--- config.mk ---
export PLATFORM = sky130hd
export DESIGN_NAME = osd_wr_ctrl
export DESIGN_NICKNAME = d
export VERILOG_FILES = /design/src/rtl/osd_wr_ctrl.sv
export SDC_FILE = /design/constraint.sdc
export NUM_CORES = 1
export LEC_CHECK = 0
export CAP_MARGIN = 30
export CORE_MARGIN = 1.5
export CORE_UTILIZATION = 50
export CTS_CLUSTER_DIAMETER = 30
export DETAILED_ROUTE_END_ITERATION = 6
export PLACE_DENSITY_LB_ADDON = 0.12
export SLEW_MARGIN = 10
export SYNTH_ARGS = -nofsm -noshare
export SYNTH_HDL_FRONTEND = slang
export SYNTH_SLANG_ARGS = --single-unit
--- constraint.sdc ---
create_clock -name clk_sys -period 2.9 [get_ports clk_sys]
set_input_delay 0.435 -clock clk_sys [delete_from_list [all_inputs] [get_ports clk_sys]]
set_output_delay 0.435 -clock clk_sys [all_outputs]
set_load 0.01 [all_outputs]
--- src/rtl/osd_wr_ctrl.sv ---
// OSD buffer write sequencer: decodes the io-controller command stream and shares
// the buffer write port with a core requester. Optional auto-hide: OSD_AUTOHIDE_EN.
module osd_wr_ctrl #(
  parameter int AW          = 11,
  parameter int HIDE_FRAMES = 600
) (
  input  logic          clk_sys,
  input  logic          rst,
  input  logic          spi_start,
  input  logic          spi_end,
  input  logic          spi_valid,
  input  logic [7:0]    spi_byte,
  input  logic          core_req,
  input  logic [AW-1:0] core_addr,
  input  logic [7:0]    core_data,
  output logic          core_ack,
  input  logic          frame_tick,
  output logic          buf_we,
  output logic [AW-1:0] buf_addr,
  output logic [7:0]    buf_din,
  output logic          osd_enable,
  output logic          busy
);

  typedef enum logic [1:0] {IDLE, CMD, WRITE, DROP} state_t;

  state_t        state_q, state_d;
  logic [AW-1:0] cnt_q, cnt_d;
  logic          buf_we_q, buf_we_d;
  logic [AW-1:0] buf_addr_q, buf_addr_d;
  logic [7:0]    buf_din_q, buf_din_d;
  logic          core_ack_q, core_ack_d;
  logic          osd_enable_q, osd_enable_d;
  logic          busy_q, busy_d;
  logic          spi_wr, cmd_en;

`ifdef OSD_AUTOHIDE_EN
  localparam int FW = $clog2(HIDE_FRAMES + 1);
  logic [FW-1:0] fcnt_q, fcnt_d;
`else
  logic unused_ok;
  assign unused_ok = frame_tick ^ (HIDE_FRAMES == 0);
`endif

  always_comb begin
    state_d      = state_q;
    cnt_d        = cnt_q;
    buf_we_d     = 1'b0;
    buf_addr_d   = buf_addr_q;
    buf_din_d    = buf_din_q;
    core_ack_d   = 1'b0;
    osd_enable_d = osd_enable_q;
    busy_d       = busy_q;
    spi_wr       = 1'b0;
    cmd_en       = 1'b0;

    if (spi_start) begin
      state_d = CMD;
      busy_d  = 1'b1;
    end else begin
      if (spi_valid) begin
        case (state_q)
          CMD: begin
            if (spi_byte[7:3] == 5'b01000) begin
              osd_enable_d = spi_byte[0];
              cmd_en       = 1'b1;
              state_d      = DROP;
            end else if (spi_byte[7:3] == 5'b00100) begin
              cnt_d   = AW'({spi_byte[2:0], 8'h00});
              state_d = WRITE;
            end else begin
              state_d = DROP;
            end
          end
          WRITE: begin
            spi_wr     = 1'b1;
            buf_we_d   = 1'b1;
            buf_addr_d = cnt_q;
            buf_din_d  = spi_byte;
            cnt_d      = cnt_q + AW'(1);
          end
          default: ;
        endcase
      end
      if (spi_end) begin
        state_d = IDLE;
        busy_d  = 1'b0;
      end
    end

    // During the ack cycle core_req still carries the request just served, so
    // a grant there would write it twice; the requester updates it one cycle later.
    if (!spi_wr && core_req && !core_ack_q) begin
      buf_we_d   = 1'b1;
      buf_addr_d = core_addr;
      buf_din_d  = core_data;
      core_ack_d = 1'b1;
    end

`ifdef OSD_AUTOHIDE_EN
    fcnt_d = fcnt_q;
    if (frame_tick && osd_enable_q && fcnt_q != FW'(HIDE_FRAMES))
      fcnt_d = fcnt_q + FW'(1);
    if (osd_enable_q && fcnt_q == FW'(HIDE_FRAMES) && !cmd_en)
      osd_enable_d = 1'b0;
    // An enable command restarts the timeout even when the flag is already set.
    if (spi_start || cmd_en || (osd_enable_d != osd_enable_q))
      fcnt_d = '0;
`endif
  end

  always_ff @(posedge clk_sys or posedge rst) begin
    if (rst) begin
      state_q      <= IDLE;
      cnt_q        <= '0;
      buf_we_q     <= 1'b0;
      buf_addr_q   <= '0;
      buf_din_q    <= '0;
      core_ack_q   <= 1'b0;
      osd_enable_q <= 1'b0;
      busy_q       <= 1'b0;
`ifdef OSD_AUTOHIDE_EN
      fcnt_q       <= '0;
`endif
    end else begin
      state_q      <= state_d;
      cnt_q        <= cnt_d;
      buf_we_q     <= buf_we_d;
      buf_addr_q   <= buf_addr_d;
      buf_din_q    <= buf_din_d;
      core_ack_q   <= core_ack_d;
      osd_enable_q <= osd_enable_d;
      busy_q       <= busy_d;
`ifdef OSD_AUTOHIDE_EN
      fcnt_q       <= fcnt_d;
`endif
    end
  end

  assign buf_we     = buf_we_q;
  assign buf_addr   = buf_addr_q;
  assign buf_din    = buf_din_q;
  assign core_ack   = core_ack_q;
  assign osd_enable = osd_enable_q;
  assign busy       = busy_q;

endmodule

# ---- After elaboration in Yosys (flattened, before gate mapping)
# Index checks and enable logic that the tools add are counted.
dict set report classes {
  mux 24
  n_addsub 1
  mul 0
  eq_ne 7
  shifts 0
  bitwise 1
  order_cmp 0
  n_reduce_logical 14
  div 0
}
# cell n
set ops {}
lappend ops {{11-bit 2-to-1 mux} 6}
lappend ops {{8-bit 2-to-1 mux} 4}
lappend ops {{11-bit one-hot mux with 2 select lines} 1}
lappend ops {{11-bit by 1-bit adder with 11-bit output (second input constant)} 1}
lappend ops {{1-bit 2-to-1 mux} 9}
lappend ops {{2-bit 2-to-1 mux} 4}
lappend ops {{2-bit nonzero test} 4}
lappend ops {{3-bit nonzero test} 2}
lappend ops {{5-bit by 3-bit == test with 1-bit output (second input constant)} 1}
lappend ops {{5-bit by 4-bit == test with 1-bit output (second input constant)} 1}
lappend ops {{5-bit AND reduction} 1}
lappend ops {{2-bit != test (second input constant)} 2}
lappend ops {{4-bit AND reduction} 1}
lappend ops {{3-bit AND reduction} 1}
lappend ops {{2-bit by 1-bit == test with 1-bit output (second input constant)} 1}
lappend ops {{2-bit == test (second input constant)} 1}
lappend ops {{1-bit logical AND} 2}
lappend ops {{1-bit logical NOT} 2}
lappend ops {{2-bit by 1-bit != test with 1-bit output (second input constant)} 1}
lappend ops {{2-bit AND reduction} 1}
lappend ops {{1-bit NOT} 1}
dict set report word_totals {
  input_bits 34
  n_memories 0
  latch_bits 0
  regBits 36
  rom_bits 0
  output_inout_bits 23
  ram_bits 0
  elab_cells 55
}

# ---- Depth between registers and ports, before layout
# Gate-level depths: netlist of the first run.
dict set report logic_depth {
  ltp_word 9
  mapped_depth 7
  mapped_depth_nobuf 6
}

# ---- Least setup slack after synthesis of the first run
# Ideal clock, no wire load.
dict set report synth_path {
  kind {flip-flop to flip-flop}
  startpoint {register state_q[0]}
  endpoint {register cnt_q[5]}
  setup_slack_ns 1.229
  arrival_ns 1.567
  required_time_ns 2.796
  stages_incl_launch_ff 7
  setup_ns 0.104
  path_buffers 0
  cell_sequence {dfrtp_1 inv_1 ha_1 nor4_2 a22oi_2 or2_4 o41ai_2}
}
dict set report synth_via {
  elab_chain_len 3
  word_cells_on_any_way 7
  cone_classes {eq/ne: 4; mux: 1; reduce/logical: 2}
}
# item line
set synth_lines {}
lappend synth_lines {{start: declaration} 27} ;# state_t state_q, state_d;
lappend synth_lines {{start signal: assignment} 126} ;# state_q <= state_d;
lappend synth_lines {{2-bit by 1-bit == test with 1-bit output or 2-bit == test (tied branches)} 62} ;# case (state_q)
lappend synth_lines {{2-bit != test (no source line) or 2-bit nonzero test (tied branches)} n/a}
lappend synth_lines {{5-bit AND reduction (no source line)} n/a}
lappend synth_lines {{end signal: assignment} 127} ;# cnt_q <= cnt_d;
lappend synth_lines {{end: declaration} 28} ;# logic [AW-1:0] cnt_q, cnt_d;
# Parallel ways exist; a longest one is shown, timed or not.
# A chain may end at the register's enable or synchronous reset.

# ---- Worst setup path after layout of the first run
dict set report layout_path {
  startpoint {register state_q[0]}
  endpoint {register cnt_q[7]}
}
# The elaborated chain is that of the path after synthesis.

==> impl_metrics.tcl, run 1 <==
set metrics [dict create \
    status "complete, no violations" \
    avgSynthCellArea_sq_um 9.87 \
    grt_pass1_wl_mm 7.33 \
    die_height_um 63.3 \
    finalCriticalPeriod_ns 1.99 \
    antenna_found_initial 0 \
    wl_mm 4.20 \
    final_common_cell "clkdlybuf4s50_1" \
    dpl_cell_area_sq_um 2420 \
    grt_pass1_vias 1576 \
    cellPowerDensity_nw_per_um2 487 \
    worst-endpoint-required_ns 3.15 \
    netlist-cell-type-count 36 \
    ff2ff_path_depth 5 \
    io_pins 57 \
    end_kind "flop" \
    ys_seq_elements 36 \
    portBuffers 55 \
    hpwl_mm 3.08 \
    place_congestion 0.833 \
    worst_pin_slew_ns 0.509 \
    drive_above_1_share_pct 7.85 \
    cts_root_buf "clkbuf_4" \
    cts.sinks 36 \
    fillers 249 \
    synth_ff_type "dfrtp_1" \
    hold_violations 0 \
    syn_nets 221 \
    post_cts_resize_count 0 \
    max_freq_ghz 0.502 \
    grt_overflow 0 \
    avgRoutedWirePerCell_um 14.6 \
    whs_ns 0.489 \
    tns_ns 0 \
    slew_violations 0 \
    clk_path_buf_depth 2 \
    synth_edf_count 0 \
    hp-class "in2async" \
    core_sq_um 3420 \
    r2r-end "cnt_q[7]$_DFFE_PP0P_" \
    grt_usage_pct 23.1 \
    htree_levels 2 \
    post_cts_buffers 0 \
    rows 21 \
    drt_iter0_drc 51 \
    synth_area_sq_um 1820 \
    via_per_inst 5.57 \
    async_flop_share_pct 100 \
    cp_max_fo 14 \
    leakagePower_nw 1.03 \
    yosys.area.top_type_share_pct 49.6 \
    rsz0062_at_grt "no" \
    clock_latency_ns 0.34 \
    grt_max_degree 41 \
    most-common-layout-cells "clkdlybuf4s50_1 (55), dfrtp_1 (36), nand2_1 (30)" \
    drt_pass1_iterations 4 \
    yosysWarningCount 0 \
    diodes 0 \
    r2r_start "state_q[0]$_DFFE_PP0P_" \
    critPathLaunchType "flop" \
    cts_buffers 5 \
    irDropWorstVdd_mv 0.306 \
    cts_hold_buf 0 \
    synth_top_cell_by_area "dfrtp_1" \
    arrival_ns 2.24 \
    power_mw 1.21 \
    cts_tree "built" \
    die-area_sq_um 4000 \
    period_share_pct 68.7 \
    via_count 1603 \
    finalClockSkew_ns 0.00900 \
    design_area_sq_um 2490 \
    netlist_instances 184 \
    clkTransAtPathRegs_ns 0.11 \
    dieWidth_um 63.3 \
    setup_viol 0 \
    syn_to_final_growth_pct 36.9 \
    reg2reg_slack_ns 0.91 \
    drc 0 \
    yosysSeqAreaShare_pct 49.6 \
    ant_nets 0 \
    cap_violations 0 \
    slew-limit-headroom_pct 66.1 \
    final_nets 279 \
    worstSetupPathType "reg2reg" \
    synthTopCellsByArea "dfrtp_1 (50%), mux2i_1 (10%), o21ai_0 (7.4%)" \
    start_util_pct 53.2 \
]
## logic make-up after synthesis
| logic type | share of synthesized area, % |
|---|---|
| buffers and inverters | 3.45 |
| adder cells (fa/ha/maj) | 2.07 |
| flip-flops | 49.6 |
| AO/OA/AOI/OAI | 16.4 |
| multiplexers | 11.1 |
| AND/OR/NAND/NOR | 17.4 |
## worst max path at each step
stage / slack (ns) / startpoint / endpoint / depth (start not counted)
final: 0.91 / state_q[0]$_DFFE_PP0P_ / cnt_q[7]$_DFFE_PP0P_ / 5
after global routing: 0.77 / state_q[0]$_DFFE_PP0P_ / cnt_q[5]$_DFFE_PP0P_ / 7
after CTS: 0.90 / state_q[0]$_DFFE_PP0P_ / cnt_q[5]$_DFFE_PP0P_ / 7
after detailed placement: 0.62 / spi_byte[3] / cnt_q[5]$_DFFE_PP0P_ / 6
after global placement: 0.63 / spi_byte[3] / cnt_q[5]$_DFFE_PP0P_ / 6
after floorplan: 1.23 / state_q[0]$_DFFE_PP0P_ / cnt_q[5]$_DFFE_PP0P_ / 6
## worst max-delay path, cell delays in order, from the launching register on
cell	delay [ns]
dfrtp_1	0.41
inv_1	0.07
ha_1	0.46
inv_1	0.22
or4_1	0.56
o221ai_1	0.18
## cells in the mapped netlist, drive strengths merged, types with 2 or more instances
library cell and count:
a21oi 7, o21ai 27, nand2b 3, nor2b 2, nand2 30, or2 2
ha 3, nor2 5, o31ai 2, nand3 3, o22a 4, nand4 3
or3 2, a21o 2, mux2i 19, nor4 2, inv 6, buf 2
nor3 2, dfrtp 36, or4 2, and2 4, clkbuf 7
## sequential cells by signal, indices dropped and copies added, names as in the netlist
signal and count:
busy 1, core_ack 1, buf_addr 11, buf_we 1
state_q 2, osd_enable 1, cnt_q 11, buf_din 8
## layout make-up
type | count | area, sq um | share of cell area (%)
inverters | 6 | 22.5 | 0.906
multi-input cells | 133 | 852 | 34.3
well taps | 46 | 57.6 | 2.32
repair buffers | 60 | 588 | 23.7
clock buffers | 7 | 65.1 | 2.62
flip-flops and latches | 36 | 901 | 36.2
## stage by stage
step / setup slack, ns / std cells / util, %
6_report: 0.908 / 288 / 72.8
5_1_grt: 0.772 / 288 / 72.8
4_1_cts: 0.895 / 288 / 72.8
3_5_place_dp: 0.619 / 281 / 70.9
3_3_place_gp: 0.629 / 281 / 70.9
2_1_floorplan: 1.23 / 184 / -
## metal layers
metal	part of all wire [%]	vias to the layer above	track usage, %
met5	0	-	0
li1	-	769	-
met2	45	63	36.0
met1	46	764	32.1
met4	1.1	0	6.25
met3	7.2	7	6.25
## power breakdown
group          switching, mW  internal, mW
registers             0.0498         0.570
clock network          0.160         0.137
logic                  0.117         0.176
No activity file was read; power rests on OpenSTA's default activity.
==> run 2, diff against run 1 <==
Settings changed: CORE_UTILIZATION 50 to 42.
Clock period 2.9 ns to 1.8 ns, I/O delays scaled along.
==> impl_metrics.tcl, run 2 (same netlist as run 1, synthesis figures left out) <==
set metrics [dict create \
    switching_power_mw 0.562 \
    cap_violations 0 \
    most-common-layout-cells "clkdlybuf4s50_1 (55), dfrtp_1 (36), nand2_1 (30)" \
    reg2reg_slack_ns 0.04 \
    dpl_cell_area_sq_um 2550 \
    ant_nets 0 \
    grt_usage_pct 20.0 \
    diodes 0 \
    drc 0 \
    power_mw 2.10 \
    rows 23 \
    grt_pass1_vias 1491 \
    cellPowerDensity_nw_per_um2 783 \
    via_per_inst 5.39 \
    max_freq_ghz 0.568 \
    arrival_ns 1.95 \
    via_count 1667 \
    internal-power_mw 1.54 \
    final_nets 295 \
    syn_to_final_growth_pct 48.0 \
    io_pins 57 \
    worst-endpoint-required_ns 1.99 \
    finalCriticalPeriod_ns 1.76 \
    slew-limit-headroom_pct 65.9 \
    cts_buffers 5 \
    avgRoutedWirePerCell_um 14.8 \
    end_kind "flop" \
    comb_power_share_pct 24.2 \
    hp-class "in2async" \
    grt_max_degree 41 \
    cts.sinks 36 \
    seqPwrFrac_pct 47.6 \
    rsz0062_at_grt "yes" \
    grt_overflow 0 \
    drive_above_1_share_pct 14.3 \
    cts_root_buf "clkbuf_8" \
    hold_violations 0 \
    period_share_pct 97.9 \
    irDropWorstVdd_mv 0.481 \
    worst_pin_slew_ns 0.511 \
    clkTransAtPathRegs_ns 0.07 \
    design_area_sq_um 2690 \
    hpwl_mm 3.23 \
    antenna_found_initial 0 \
    grt_pass1_wl_mm 6.88 \
    ff2ff_path_depth 6 \
    endpoint "cnt_q[5]$_DFFE_PP0P_" \
    final_common_cell "clkdlybuf4s50_1" \
    slew_violations 0 \
    setup_ws_ns 0.0384 \
    wl_mm 4.58 \
    critPathLaunch "state_q[1]$_DFFE_PP0P_" \
    clock_latency_ns 0.28 \
    portBuffers 55 \
    setup_viol 0 \
    core_sq_um 4090 \
    start_util_pct 44.4 \
    worstSetupPathType "reg2reg" \
    place_congestion 0.817 \
    die_height_um 68.7 \
    place_ws_ns -0.249 \
    drt_pass1_iterations 4 \
    finalClockSkew_ns 0.00807 \
    die-area_sq_um 4730 \
    clockPowerShare_pct 28.2 \
    r2r_start "state_q[1]$_DFFE_PP0P_" \
    status "complete, no violations" \
    htree_levels 2 \
    r2r-end "cnt_q[5]$_DFFE_PP0P_" \
    cp_max_fo 7 \
    dieWidth_um 68.7 \
    swShare_pct 26.7 \
    fillers 320 \
    leakagePower_nw 1.13 \
    clk_path_buf_depth 2 \
    tns_ns 0 \
    cts_tree "built" \
    critPathLaunchType "flop" \
    drt_iter0_drc 77 \
]
[run 2: changes by cell type in the layout (fill, tap and decap cells not counted), sizes merged]
cell	delta
buf	+16
clkinvlp	+1
[run 2: final cells by class]
| class | instances | area [sq um] | share of cell area, % |
|---|---|---|---|
| Clock buffer | 7 | 86.3 | 3.21 |
| Clock inverter | 1 | 7.51 | 0.279 |
| Inverter | 6 | 22.5 | 0.838 |
| Multi-Input combinational cell | 133 | 873 | 32.5 |
| Sequential cell | 36 | 901 | 33.5 |
| Tap cell | 50 | 62.6 | 2.33 |
| Timing Repair Buffer | 76 | 733 | 27.3 |
[run 2: what timing repair did]
item	CTS	global route
hold buffers	0	0
pin swaps	5	3
endpoints found under the setup margin	6	8
gates resized for setup	4	0
buffers inserted	3	0
[run 2: layer usage]
metal / GRT usage [%] / vias up / share of wire, %
li1: - / 805 / -
met1: 26.5 / 790 / 44
met2: 32.0 / 70 / 47
met3: 6.01 / 2 / 8.3
met4: 5.15 / 0 / 0.24
met5: 0 / - / 0
[run 2: worst max-delay path, stage by stage, from the launching register on]
cell	delay, ns
dfrtp_1	0.41
ha_4	0.27
nor4_4	0.17
a22oi_2	0.15
buf_12	0.15
or2_4	0.25
o41ai_2	0.27
[run 2: how the worst min path moves through the flow]
| stage | startpoint | to | slack (ns) | cells past startpoint |
|---|---|---|---|---|
| 2_1_floorplan | spi_start | state_q[1]$_DFFE_PP0P_ | 0.34 | 1 |
| 3_5_place_dp | busy$_DFFE_PP0N_ | busy$_DFFE_PP0N_ | 0.48 | 1 |
| 5_1_grt | rst | buf_din[1]$_DFFE_PP0P_ | 0.46 | 3 |
| 6_report | rst | cnt_q[9]$_DFFE_PP0P_ | 0.39 | 3 |
| 4_1_cts | rst | buf_din[4]$_DFFE_PP0P_ | 0.39 | 3 |
| 3_3_place_gp | busy$_DFFE_PP0N_ | busy$_DFFE_PP0N_ | 0.46 | 1 |
[run 2: power by group through the flow]
| stage | sequential, mW | combinational [mW] | clock, mW |
|---|---|---|---|
| after floorplan | 1.04 | 0.166 | 0 |
| after global placement | 1.01 | 0.492 | 0 |
| after detailed placement | 1.01 | 0.501 | 0 |
| after CTS | 0.999 | 0.515 | 0.617 |
| after global routing | 1.01 | 0.554 | 0.655 |
| final | 1.00 | 0.510 | 0.593 |
[run 2: metrics by stage]
stage | std cells | util [%] | hold slack, ns
detailed placement | 298 | 62.4 | 0.477
global placement | 298 | 62.4 | 0.465
global route | 309 | 65.7 | 0.457
finish | 309 | 65.7 | 0.386
floorplan | 184 | - | 0.341
CTS | 309 | 65.7 | 0.394
==> run 3, diff against run 2 <==
Settings changed: PLACE_DENSITY from default to 0.81, PLACE_DENSITY_LB_ADDON 0.12 to default.
==> impl_metrics.tcl, run 3 (same netlist as run 1, synthesis figures left out) <==
set metrics [dict create \
    worst_pin_slew_ns 0.446 \
    diodes 0 \
    leakagePower_nw 1.15 \
    cts_hold_buf 0 \
    swShare_pct 25.9 \
    cellPowerDensity_nw_per_um2 789 \
    rsz0062_at_grt "yes" \
    drive_above_1_share_pct 13.7 \
    comb_power_share_pct 23.9 \
    hpwl_mm 3.25 \
    drt_pass1_iterations 4 \
    most-common-layout-cells "clkdlybuf4s50_1 (55), dfrtp_1 (36), nand2_1 (30)" \
    setup_viol 0 \
    final_nets 292 \
    cts_buffers 5 \
    grt_max_degree 41 \
    cts_root_buf "clkbuf_8" \
    status "complete, no violations" \
    antenna_found_initial 0 \
    slew_violations 0 \
    die-area_sq_um 4730 \
    cts.sinks 36 \
    setup_ws_ns 0.0863 \
    dieWidth_um 68.7 \
    portBuffers 55 \
    die_height_um 68.7 \
    crit_family "simple AND/OR/NAND/NOR gates" \
    drc 0 \
    start_util_pct 44.4 \
    cts_tree "built" \
    clockPowerShare_pct 29.0 \
    period_share_pct 95.2 \
    ant_nets 0 \
    irDropWorstVdd_mv 0.410 \
    grt_pass1_wl_mm 6.60 \
    internal-power_mw 1.57 \
    finalCriticalPeriod_ns 1.71 \
    finalClockSkew_ns 0.00890 \
    grt_pass1_vias 1422 \
    wl_mm 4.38 \
    place_inst 297 \
    ff2ff_path_depth 6 \
    place_ws_ns -0.0870 \
    final_common_cell "clkdlybuf4s50_1" \
    grt_usage_pct 19.2 \
    slew-limit-headroom_pct 70.3 \
    via_count 1584 \
    cpMaxStageDelayCell "dfrtp_1" \
    arrival_ns 1.91 \
    critPathLaunch "state_q[0]$_DFFE_PP0P_" \
    critPathLaunchType "flop" \
    htree_levels 2 \
    whs_ns 0.369 \
    switching_power_mw 0.549 \
    worst-endpoint-required_ns 2.00 \
    r2r_start "state_q[0]$_DFFE_PP0P_" \
    clock_latency_ns 0.29 \
    grt_overflow 0 \
    max_freq_ghz 0.584 \
    reg2reg_slack_ns 0.09 \
    cp_max_fo 6 \
    place_congestion 0.831 \
    syn_to_final_growth_pct 47.7 \
    clk_path_buf_depth 2 \
    instances_no_fill 305 \
    r2r-end "cnt_q[4]$_DFFE_PP0P_" \
    core_sq_um 4090 \
    clkTransAtPathRegs_ns 0.07 \
    seqPwrFrac_pct 47.1 \
    io_pins 57 \
    crit_chain "inv_2, ha_4, nor4_4, a22oi_2, or2_4, o31ai_1" \
    worstSetupPathType "reg2reg" \
    end_kind "flop" \
    cap_violations 0 \
    tns_ns 0 \
    worst-path-buf-inv 1 \
    via_per_inst 5.19 \
    max_stage_delay_ns 0.39 \
    hp-class "in2async" \
    rows 23 \
    hold_violations 0 \
    avgRoutedWirePerCell_um 14.4 \
    drt_iter0_drc 118 \
]
==> run 3: cell types whose count changed in the layout (fill, tap and decap cells not counted), sizes merged <==
cell,previous run,this run
clkinvlp,1,0
buf,21,18
==> run 3: routing by layer <==
metal  vias to the layer above  track usage (%)  routed length (um)
met5                         -                0                   0
met4                         0             7.35                  73
met3                         6             4.71                 307
met2                        43             31.7                2080
met1                       738             24.2                1920
li1                        797                -                   -
==> run 3: timing repair <==
item                       in CTS  in global routing
setup endpoints to repair       0                  5
setup buffers                   0                  1
gates resized for setup         0                  7
==> run 3: worst max path at each step <==
stage,end,slack (ns),depth (start not counted)
final,cnt_q[4]$_DFFE_PP0P_,0.09,6
after global routing,cnt_q[4]$_DFFE_PP0P_,-0.03,6
after CTS,cnt_q[5]$_DFFE_PP0P_,0.02,6
after detailed placement,cnt_q[9]$_DFFE_PP0P_,-0.09,6
after global placement,cnt_q[5]$_DFFE_PP0P_,-0.1,5
after floorplan,cnt_q[5]$_DFFE_PP0P_,0.13,6
==> run 3: worst min-delay path, stage by stage <==
cell,delay [ns]
clkdlybuf4s50_1,0.39
inv_1,0.05
buf_4,0.38
==> run 3: layout make-up <==
| class | instances | area (sq um) |
|---|---|---|
| fill | 324 | 1410 |
| timing repair buffer | 73 | 711 |
| clock buffer | 7 | 96.3 |
| sequential | 36 | 901 |
| inverter | 6 | 22.5 |
| tap | 50 | 62.6 |
| multi-input combinational | 133 | 888 |
==> run 3: power by group through the flow <==
| stage | Clock, mW | Combinational (mW) | Sequential, mW |
|---|---|---|---|
| 2_1_floorplan | 0 | 0.166 | 1.04 |
| 3_3_place_gp | 0 | 0.487 | 1.00 |
| 3_5_place_dp | 0 | 0.499 | 1.01 |
| 4_1_cts | 0.633 | 0.502 | 0.996 |
| 5_1_grt | 0.673 | 0.554 | 1.01 |
| 6_report | 0.614 | 0.506 | 0.996 |
==> run 3: per-stage QoR <==
step / util (%) / power (mW) / instance area, sq um
after global routing: 65.6 / 2.24 / 2680
after detailed placement: 62.2 / 1.51 / 2540
after floorplan: - / 1.20 / 1820
final: 65.6 / 2.12 / 2680
after CTS: 64.5 / 2.13 / 2640
after global placement: 62.2 / 1.49 / 2540
